==> src/rtl/psg_bus_master.sv <==
// PSG bus initiator: queues CPU register requests and sequences each one onto
// the BDIR/BC pins as an address phase and a data phase, with idle gaps between.
module psg_bus_master #(
  parameter int PHASE_CYC  = 2,
  parameter int FIFO_DEPTH = 4,
  parameter int ADDR_CACHE = 1
) (
  input  logic       CLK,
  input  logic       RESET,
  input  logic       REQ_VALID,
  output logic       REQ_READY,
  input  logic       REQ_WR,
  input  logic [7:0] REQ_ADDR,
  input  logic [7:0] REQ_DATA,
  output logic       RSP_VALID,
  output logic [7:0] RSP_DATA,
  output logic       BUSY,
  output logic       PSG_BDIR,
  output logic       PSG_BC,
  output logic [7:0] PSG_DO,
  input  logic [7:0] PSG_DI
);

  localparam int            PW        = (FIFO_DEPTH > 1) ? $clog2(FIFO_DEPTH) : 1;
  localparam int            CW        = PW + 1;
  localparam logic [CW-1:0] DEPTH_C   = CW'(FIFO_DEPTH);
  localparam logic [CW-1:0] CNT_ZERO  = CW'(0);
  localparam logic [CW-1:0] CNT_ONE   = CW'(1);
  localparam logic [PW-1:0] PTR_ZERO  = PW'(0);
  localparam logic [PW-1:0] PTR_ONE   = PW'(1);
  localparam logic [3:0]    PH_LAST   = 4'(PHASE_CYC - 1);
  localparam bit            CACHE_EN  = (ADDR_CACHE != 0);

  typedef enum logic [2:0] {
    ST_IDLE  = 3'd0,
    ST_ADDR  = 3'd1,
    ST_GAP_A = 3'd2,
    ST_WR    = 3'd3,
    ST_RD    = 3'd4,
    ST_GAP_D = 3'd5
  } state_t;

  typedef struct packed {
    logic       wr;
    logic [7:0] addr;
    logic [7:0] data;
  } req_t;

  req_t          fifo_mem_r [FIFO_DEPTH];
  logic [PW-1:0] wr_ptr_r;
  logic [PW-1:0] rd_ptr_r;
  logic [CW-1:0] fifo_cnt_r;
  logic [CW-1:0] fifo_cnt_nxt_s;
  logic          ready_r;
  logic          push_s;
  logic          pop_s;
  logic          hit_s;
  req_t          head_s;

  state_t        state_r;
  logic [3:0]    phase_r;
  req_t          work_r;
  logic [7:0]    cache_addr_r;
  logic          cache_vld_r;

  logic          bdir_r;
  logic          bc_r;
  logic [7:0]    do_r;
  logic          rsp_valid_r;
  logic [7:0]    rsp_data_r;
  logic          busy_r;

  // Handshake, head-of-queue lookup and next FIFO occupancy
  always_comb begin
    push_s = REQ_VALID & ready_r;
    pop_s  = (state_r == ST_IDLE) && (fifo_cnt_r != CNT_ZERO);
    head_s = fifo_mem_r[rd_ptr_r];
    hit_s  = CACHE_EN && cache_vld_r && (head_s.addr == cache_addr_r);
    if (push_s && !pop_s) begin
      fifo_cnt_nxt_s = fifo_cnt_r + CNT_ONE;
    end else if (!push_s && pop_s) begin
      fifo_cnt_nxt_s = fifo_cnt_r - CNT_ONE;
    end else begin
      fifo_cnt_nxt_s = fifo_cnt_r;
    end
  end

  // Request storage; contents are don't-care until written, so no reset
  always_ff @(posedge CLK) begin
    if (push_s) begin
      fifo_mem_r[wr_ptr_r] <= {REQ_WR, REQ_ADDR, REQ_DATA};
    end
  end

  // FIFO pointers, occupancy and the registered ready flag
  always_ff @(posedge CLK) begin
    if (RESET) begin
      wr_ptr_r   <= PTR_ZERO;
      rd_ptr_r   <= PTR_ZERO;
      fifo_cnt_r <= CNT_ZERO;
      ready_r    <= 1'b1;
    end else begin
      if (push_s) begin
        wr_ptr_r <= wr_ptr_r + PTR_ONE;
      end
      if (pop_s) begin
        rd_ptr_r <= rd_ptr_r + PTR_ONE;
      end
      fifo_cnt_r <= fifo_cnt_nxt_s;
      // Ready tracks the occupancy that will hold next cycle, so a full
      // FIFO stays not-ready even in a cycle where the head is popped.
      ready_r    <= (fifo_cnt_nxt_s < DEPTH_C);
    end
  end

  // Transaction sequencer; pins are decoded from the state of the previous cycle
  always_ff @(posedge CLK) begin
    if (RESET) begin
      state_r      <= ST_IDLE;
      phase_r      <= 4'd0;
      work_r       <= {1'b0, 8'h00, 8'h00};
      cache_addr_r <= 8'h00;
      cache_vld_r  <= 1'b0;
      bdir_r       <= 1'b0;
      bc_r         <= 1'b0;
      do_r         <= 8'h00;
      rsp_valid_r  <= 1'b0;
      rsp_data_r   <= 8'h00;
      busy_r       <= 1'b0;
    end else begin
      busy_r      <= (fifo_cnt_r != CNT_ZERO) || (state_r != ST_IDLE);
      rsp_valid_r <= 1'b0;
      case (state_r)
        ST_IDLE: begin
          bdir_r  <= 1'b0;
          bc_r    <= 1'b0;
          phase_r <= 4'd0;
          if (pop_s) begin
            work_r <= head_s;
            if (hit_s) begin
              state_r <= head_s.wr ? ST_WR : ST_RD;
            end else begin
              state_r      <= ST_ADDR;
              cache_addr_r <= head_s.addr;
              cache_vld_r  <= 1'b1;
            end
          end else begin
            state_r <= ST_IDLE;
          end
        end
        ST_ADDR: begin
          bdir_r <= 1'b1;
          bc_r   <= 1'b1;
          do_r   <= work_r.addr;
          if (phase_r == PH_LAST) begin
            phase_r <= 4'd0;
            state_r <= ST_GAP_A;
          end else begin
            phase_r <= phase_r + 4'd1;
          end
        end
        ST_GAP_A: begin
          bdir_r  <= 1'b0;
          bc_r    <= 1'b0;
          state_r <= work_r.wr ? ST_WR : ST_RD;
        end
        ST_WR: begin
          bdir_r <= 1'b1;
          bc_r   <= 1'b0;
          do_r   <= work_r.data;
          if (phase_r == PH_LAST) begin
            phase_r <= 4'd0;
            state_r <= ST_GAP_D;
          end else begin
            phase_r <= phase_r + 4'd1;
          end
        end
        ST_RD: begin
          bdir_r <= 1'b0;
          bc_r   <= 1'b1;
          if (phase_r == PH_LAST) begin
            phase_r <= 4'd0;
            state_r <= ST_GAP_D;
          end else begin
            phase_r <= phase_r + 4'd1;
          end
        end
        ST_GAP_D: begin
          bdir_r  <= 1'b0;
          bc_r    <= 1'b0;
          state_r <= ST_IDLE;
          // This edge closes the last read cycle seen on the pins.
          if (!work_r.wr) begin
            rsp_data_r  <= PSG_DI;
            rsp_valid_r <= 1'b1;
          end else begin
            rsp_data_r  <= rsp_data_r;
          end
        end
        default: begin
          bdir_r  <= 1'b0;
          bc_r    <= 1'b0;
          phase_r <= 4'd0;
          state_r <= ST_IDLE;
        end
      endcase
    end
  end

  assign REQ_READY = ready_r;
  assign RSP_VALID = rsp_valid_r;
  assign RSP_DATA  = rsp_data_r;
  assign BUSY      = busy_r;
  assign PSG_BDIR  = bdir_r;
  assign PSG_BC    = bc_r;
  assign PSG_DO    = do_r;

endmodule

==> config.mk <==
export PLATFORM = sky130hd
export DESIGN_NAME = psg_bus_master
export DESIGN_NICKNAME = d
export VERILOG_FILES = /design/src/rtl/psg_bus_master.sv
export SDC_FILE = /design/constraint.sdc
export NUM_CORES = 1
export LEC_CHECK = 0
export CORE_ASPECT_RATIO = 0.6
export CORE_MARGIN = 5
export CORE_UTILIZATION = 50
export CTS_BUF_LIST = sky130_fd_sc_hd__clkbuf_4 sky130_fd_sc_hd__clkbuf_8
export CTS_CLUSTER_DIAMETER = 50
export DETAILED_ROUTE_END_ITERATION = 8
export PLACE_DENSITY = 0.71
export REMOVE_ABC_BUFFERS = 1
export SYNTH_ARGS = -nofsm -noshare
export SYNTH_HDL_FRONTEND = slang
export SYNTH_SLANG_ARGS = --single-unit
==> constraint.sdc <==
create_clock -name CLK -period 2.8 [get_ports CLK]
set_input_delay 0.56 -clock CLK [delete_from_list [all_inputs] [get_ports CLK]]
set_output_delay 0.56 -clock CLK [all_outputs]
set_load 0.01 [all_outputs]
Word level (Yosys, flattened, before mapping)
Memories as Yosys holds them, arrays and structs flattened. A register that Yosys moved wholly into a read port is not among the register bits. Cells that the tools add are included.

Bits in writable memories: 68. Bits in registers: 61. Memories kept: 1.

Memory list: fifo_mem_r (depth 4, bits a word 17, read ports 1, clocked after memory_dff 1, write ports 1, line 49) `req_t fifo_mem_r [FIFO_DEPTH];`.

Bitwise operators: 4. Add/sub/neg operators: 5. Order comparisons: 1. Eq/ne operators: 9. Reduce and logical (&&, ||, !) cells: 21. Mux-type cells: 19.

Operators by type and width (number): $mux 3 (8); $pmux 8 s2 (1); $pmux 3 s4 (1); $reduce_or 2->1 (5); $eq 8x8->1 (1); $pmux 4 s2 (1); $eq 3x2->1 const B (2); $eq 3x3->1 const B (2); $reduce_and 2->1 (3); $reduce_bool 3->1 (2); $mux 1 (5); $add 2x1->2 const B (2); $add 4x1->4 const B (1); $eq 4x1->1 const B (1); $logic_and 1x1->1 (4); $mux 2 (2); $mux 4 (1); $add 3x1->3 const B (1); $eq 3x1->1 const B (1); $logic_not 3->1 (1); $lt 3x3->1 const B (1); $not 1->1 (3); $reduce_and 3->1 (1); $reduce_or 3->1 (1); other kinds (7) (8).

Longest topological paths before layout
Gate-level depths: netlist of run 1.

Depth in word-level cells: 6. Depth in mapped cells: 11. Gate-level depth less buffers: 10.

Worst setup path before layout of run 1
OpenSTA, ideal clock, no wires.

Path type: flip-flop to flip-flop. Start point: reg (tool-made name). End point: reg state_r[0]. Stages on the path, launching flop included: 8. Setup slack: 0.718 ns. Clock period less this slack: 2.082 ns. Arrival: 1.967 ns. Data required time: 2.685 ns. Path through: dfxtp_1 buf_6 mux4_1 xnor2_1 nand2_1 o31a_1 buf_6 a21bo_2.

RTL lines: end signal: assignment (line 141) `state_r <= head_s.wr ? ST_WR : ST_RD;`; end signal: assignment (line 165) `state_r <= work_r.wr ? ST_WR : ST_RD;`; end: declaration (line 60) `state_t state_r;`.

==> impl_results.md, run 1 <==
* Syn Inst Count at 416
* Fmax at 410.0 MHz
* Sequential Power Share at 45.8%
* Top-area cell type share of the netlist area at 38.90%
* P_sw at 1802 uW
* Bufs and invs on worst path at 1
* Post-synth top area cell: edfxtp_1
* Cell Count, Final, Fillers Out at 626
* Initial Util at 50.40%
* Setup TNS at 0 ns
* Sw Share at 31.43%
* Power density cells at 913.2 nW/um2
* TritonCTS buffer count at 17
* Postcts setup bufs at 0
* Syn_area_per_cell at 12.62 um2
* HPWL after DPL at 6.977 mm
* Tmin final at roughly 2.4 ns
* Top post-synthesis cells by count: edfxtp_1, dfxtp_1, nand2_1
* Number of synthesized register bits at between 100 and 150
* Grt ovf at 0
* Max_slew headroom at about 62%
* Rows at 29
* Fillers at a little under 800
* Pre-CTS WS at approximately 0.36 ns
* R2R setup slack at 0.36 ns
* Worst-Margin Slew at 0.5662 ns
* First-pass iteration count of the detailed router at 5
* WP data required at between 3 and 4 ns
* WHS Endpoint: RSP_DATA[3]
* P_int at between 3000 and 4000 uW
* Overall Global Routing Usage at 17.40%
* Initial antenna violation count at 0
* Worst path top cell family by delay: compound AO/OA/AOI/OAI gates
* Crit-path slowest cell: mux4_1
* Hold-fix buffers at CTS at 0
* Max Slew Vio Count at 0
* Total power at 5735 uW
* Seq/Total Area, Yosys at 62.93%
* Skew-Pair Late Insertion Delay at 0.44 ns
* Die ar. at 12710 um2
* Post-synth EDFFs at 68
* HP Class: flop to flop
* Pin count of the biggest net entering global routing at 37
* Die Span Y at 89.37 um
* Final hold viol count at 0
* Final Worst Setup Slack at 0.3610 ns
* Routed WL at 10.24 mm
* Via-to-Cell Ratio at 5.211
* Clk pwr share at 26.3%
* Number of global-route vias before repair at 3224
* Startpoint types: flop
* Cell chain of the critical path: buf_4, mux4_1, xnor2_1, nand4_1, o31a_1, a21bo_2
* Synth cell types at 42
* Worst hold start: RSP_DATA[3]
* CP arrival at 2.76 ns
* Root buffer cell: clkbuf_8
* Port Buffer Count at 48
* H-tree Lvls at 4
* Top cells by area, synth: edfxtp_1, dfxtp_1, mux4_2, nand2_1, mux2i_1
* CP max stage delay at 0.65 ns
* Routed length per instance at 16.35 um
* Max-cap viol count at 0
* Synth-to-layout area growth at 19.64%
* Die W at 142.3 um
* Worst Skew at 0.01765 ns
* Layout cell share with drive strength beyond 1 at 12.32%
* Antenna-violating nets left at 0
* Most frequent cell after synthesis: edfxtp_1
* Total clock sinks at ~130
* Core area at between 10000 and 15000 um2
* Drt initial violations at between 200 and 250
* Post-CTS sizing at 0
* Reg clk slew, reported paths at around 0.07 ns
* Final setup vio count at 0
* YS warnings at 0
* Core Util, Final at 60.30%
* Fin crit share at 87.11%
* Status: completed
* Clk buf depth at 2
* Drt drc at 0
* Io pins at 49
* Pleak at approximately 0.0021 uW
* Ys flop type: edfxtp_1
* Ant diodes at 0
* Nets at 512
* Crit end category: flop
* Mapped Area at 5249 um2
* RSZ-0062 raised after global routing: no
* Logic pwr share at 27.9%
* R2r worst-path depth at 6
* Vias after detailed routing at approximately 3300
* WHS Path Cells at 2
* Asr flop ratio synth at 0%
* Dpl cells at roughly 600
* Peak supply drop at 0.5468 mV
* WS Path Type: flop to flop
* CP Max Fanout at 9
* RePlAce Congestion at 0.7589
* TritonCTS clock tree: yes
* RR Endpoint: state_r[0]
* First-pass GRT wire length at 16.51 mm
## tightest hold or removal path, delay by kind of cell, from the launching register on
kind	cells	cell delay, ns
compound gates	1	0.05
flops	1	0.31
simple gates	1	0.05
## flip-flops by register name, indices dropped and copies added, names as in the netlist, named ones only
register,count
BUSY,1
work_r,17
RSP_VALID,1
state_r,3
PSG_DO,8
PSG_BDIR,1
PSG_BC,1
cache_vld_r,1
REQ_READY,1
rd_ptr_r,2
fifo_mem_r,68
phase_r,4
cache_addr_r,8
wr_ptr_r,2
RSP_DATA,8
fifo_cnt_r,3
## cell usage in the layout, fill, tap and decap left out, drive strengths merged, types with 2 or more instances in the layout
master,synthesis,routed
nand3b,2,2
mux2i,21,21
buf,5,15
nor2,28,28
and3,4,4
clkbuf,17,18
nand3,3,3
xor2,2,2
nand2b,18,18
clkinvlp,0,3
edfxtp,68,68
a211oi,10,10
dfxtp,63,63
nand2,62,62
nor2b,2,2
nor3,4,4
bufinv,0,2
nand4,2,2
a21oi,32,32
mux4,16,16
o21ai,5,5
clkinv,0,6
xnor2,14,14
inv,11,13
clkdlybuf4s50,0,47
ha,9,9
## cell families (layout without fill, tap and decap cells)
| family | after synthesis | after routing | share of synthesized area, % |
|---|---|---|---|
| flip-flops | 131 | 131 | 62.93 |
| adder cells (fa/ha/maj) | 9 | 9 | 2.145 |
| buffers and inverters | 33 | 104 | 2.717 |
| multiplexers | 38 | 38 | 11.44 |
| AND/OR/NAND/NOR | 132 | 132 | 11.61 |
| XOR/XNOR | 16 | 16 | 2.670 |
| AO/OA/AOI/OAI | 57 | 57 | 6.484 |
## worst max path at each step
| stage | start | to | slack, ns | cells past startpoint |
|---|---|---|---|---|
| 3_5_place_dp | flop | state_r[0] | 0.36 | 6 |
| 6_report | flop | state_r[0] | 0.36 | 6 |
| 4_1_cts | flop | state_r[0] | 0.34 | 6 |
| 3_3_place_gp | flop | state_r[0] | 0.43 | 6 |
| 5_1_grt | flop | state_r[0] | 0.24 | 6 |
| 2_1_floorplan | flop | state_r[0] | 0.13 | 5 |
## routing by layer
metal,track usage (%),vias to the layer above,wire (um)
met2,25.97,90,4415
li1,-,1609,-
met4,7.230,0,143
met3,4.917,16,659
met1,24.20,1547,5016
met5,0,-,0
## layout make-up
cell class	count	area, um2	area share [%]
Inverter	11	41.29	0.6575
Multi-Input combinational cell	252	1803	28.71
Timing Repair Buffer	62	580.6	9.245
Tap cell	139	173.9	2.769
Clock buffer	18	241.5	3.845
Clock inverter	13	136.4	2.172
Sequential cell	131	3303	52.60
## power groups by stage
stage          sequential (uW)  clock, uW  combinational (uW)
2_1_floorplan             2670          0                 990
3_3_place_gp              2650          0                1560
3_5_place_dp              2670          0                1600
4_1_cts                   2630       1550                1610
5_1_grt                   2670       1640                1770
6_report                  2620       1510                1600
## through the flow
stage	hold WS, ns	cell area, um2
finish	0.4542	6280
global route	0.4744	6280
CTS	0.4559	6280
detailed placement	0.4468	5902
global placement	0.4414	5902
floorplan	0.4296	5147
Power figures use the tool's default switching activity.
==> inputs of run 2 (changes only) <==
GPL_ROUTABILITY_DRIVEN = 0   (was unset)
==> results of run 2 <==
Final layout, timing and power as in run 1 (identical DEF).
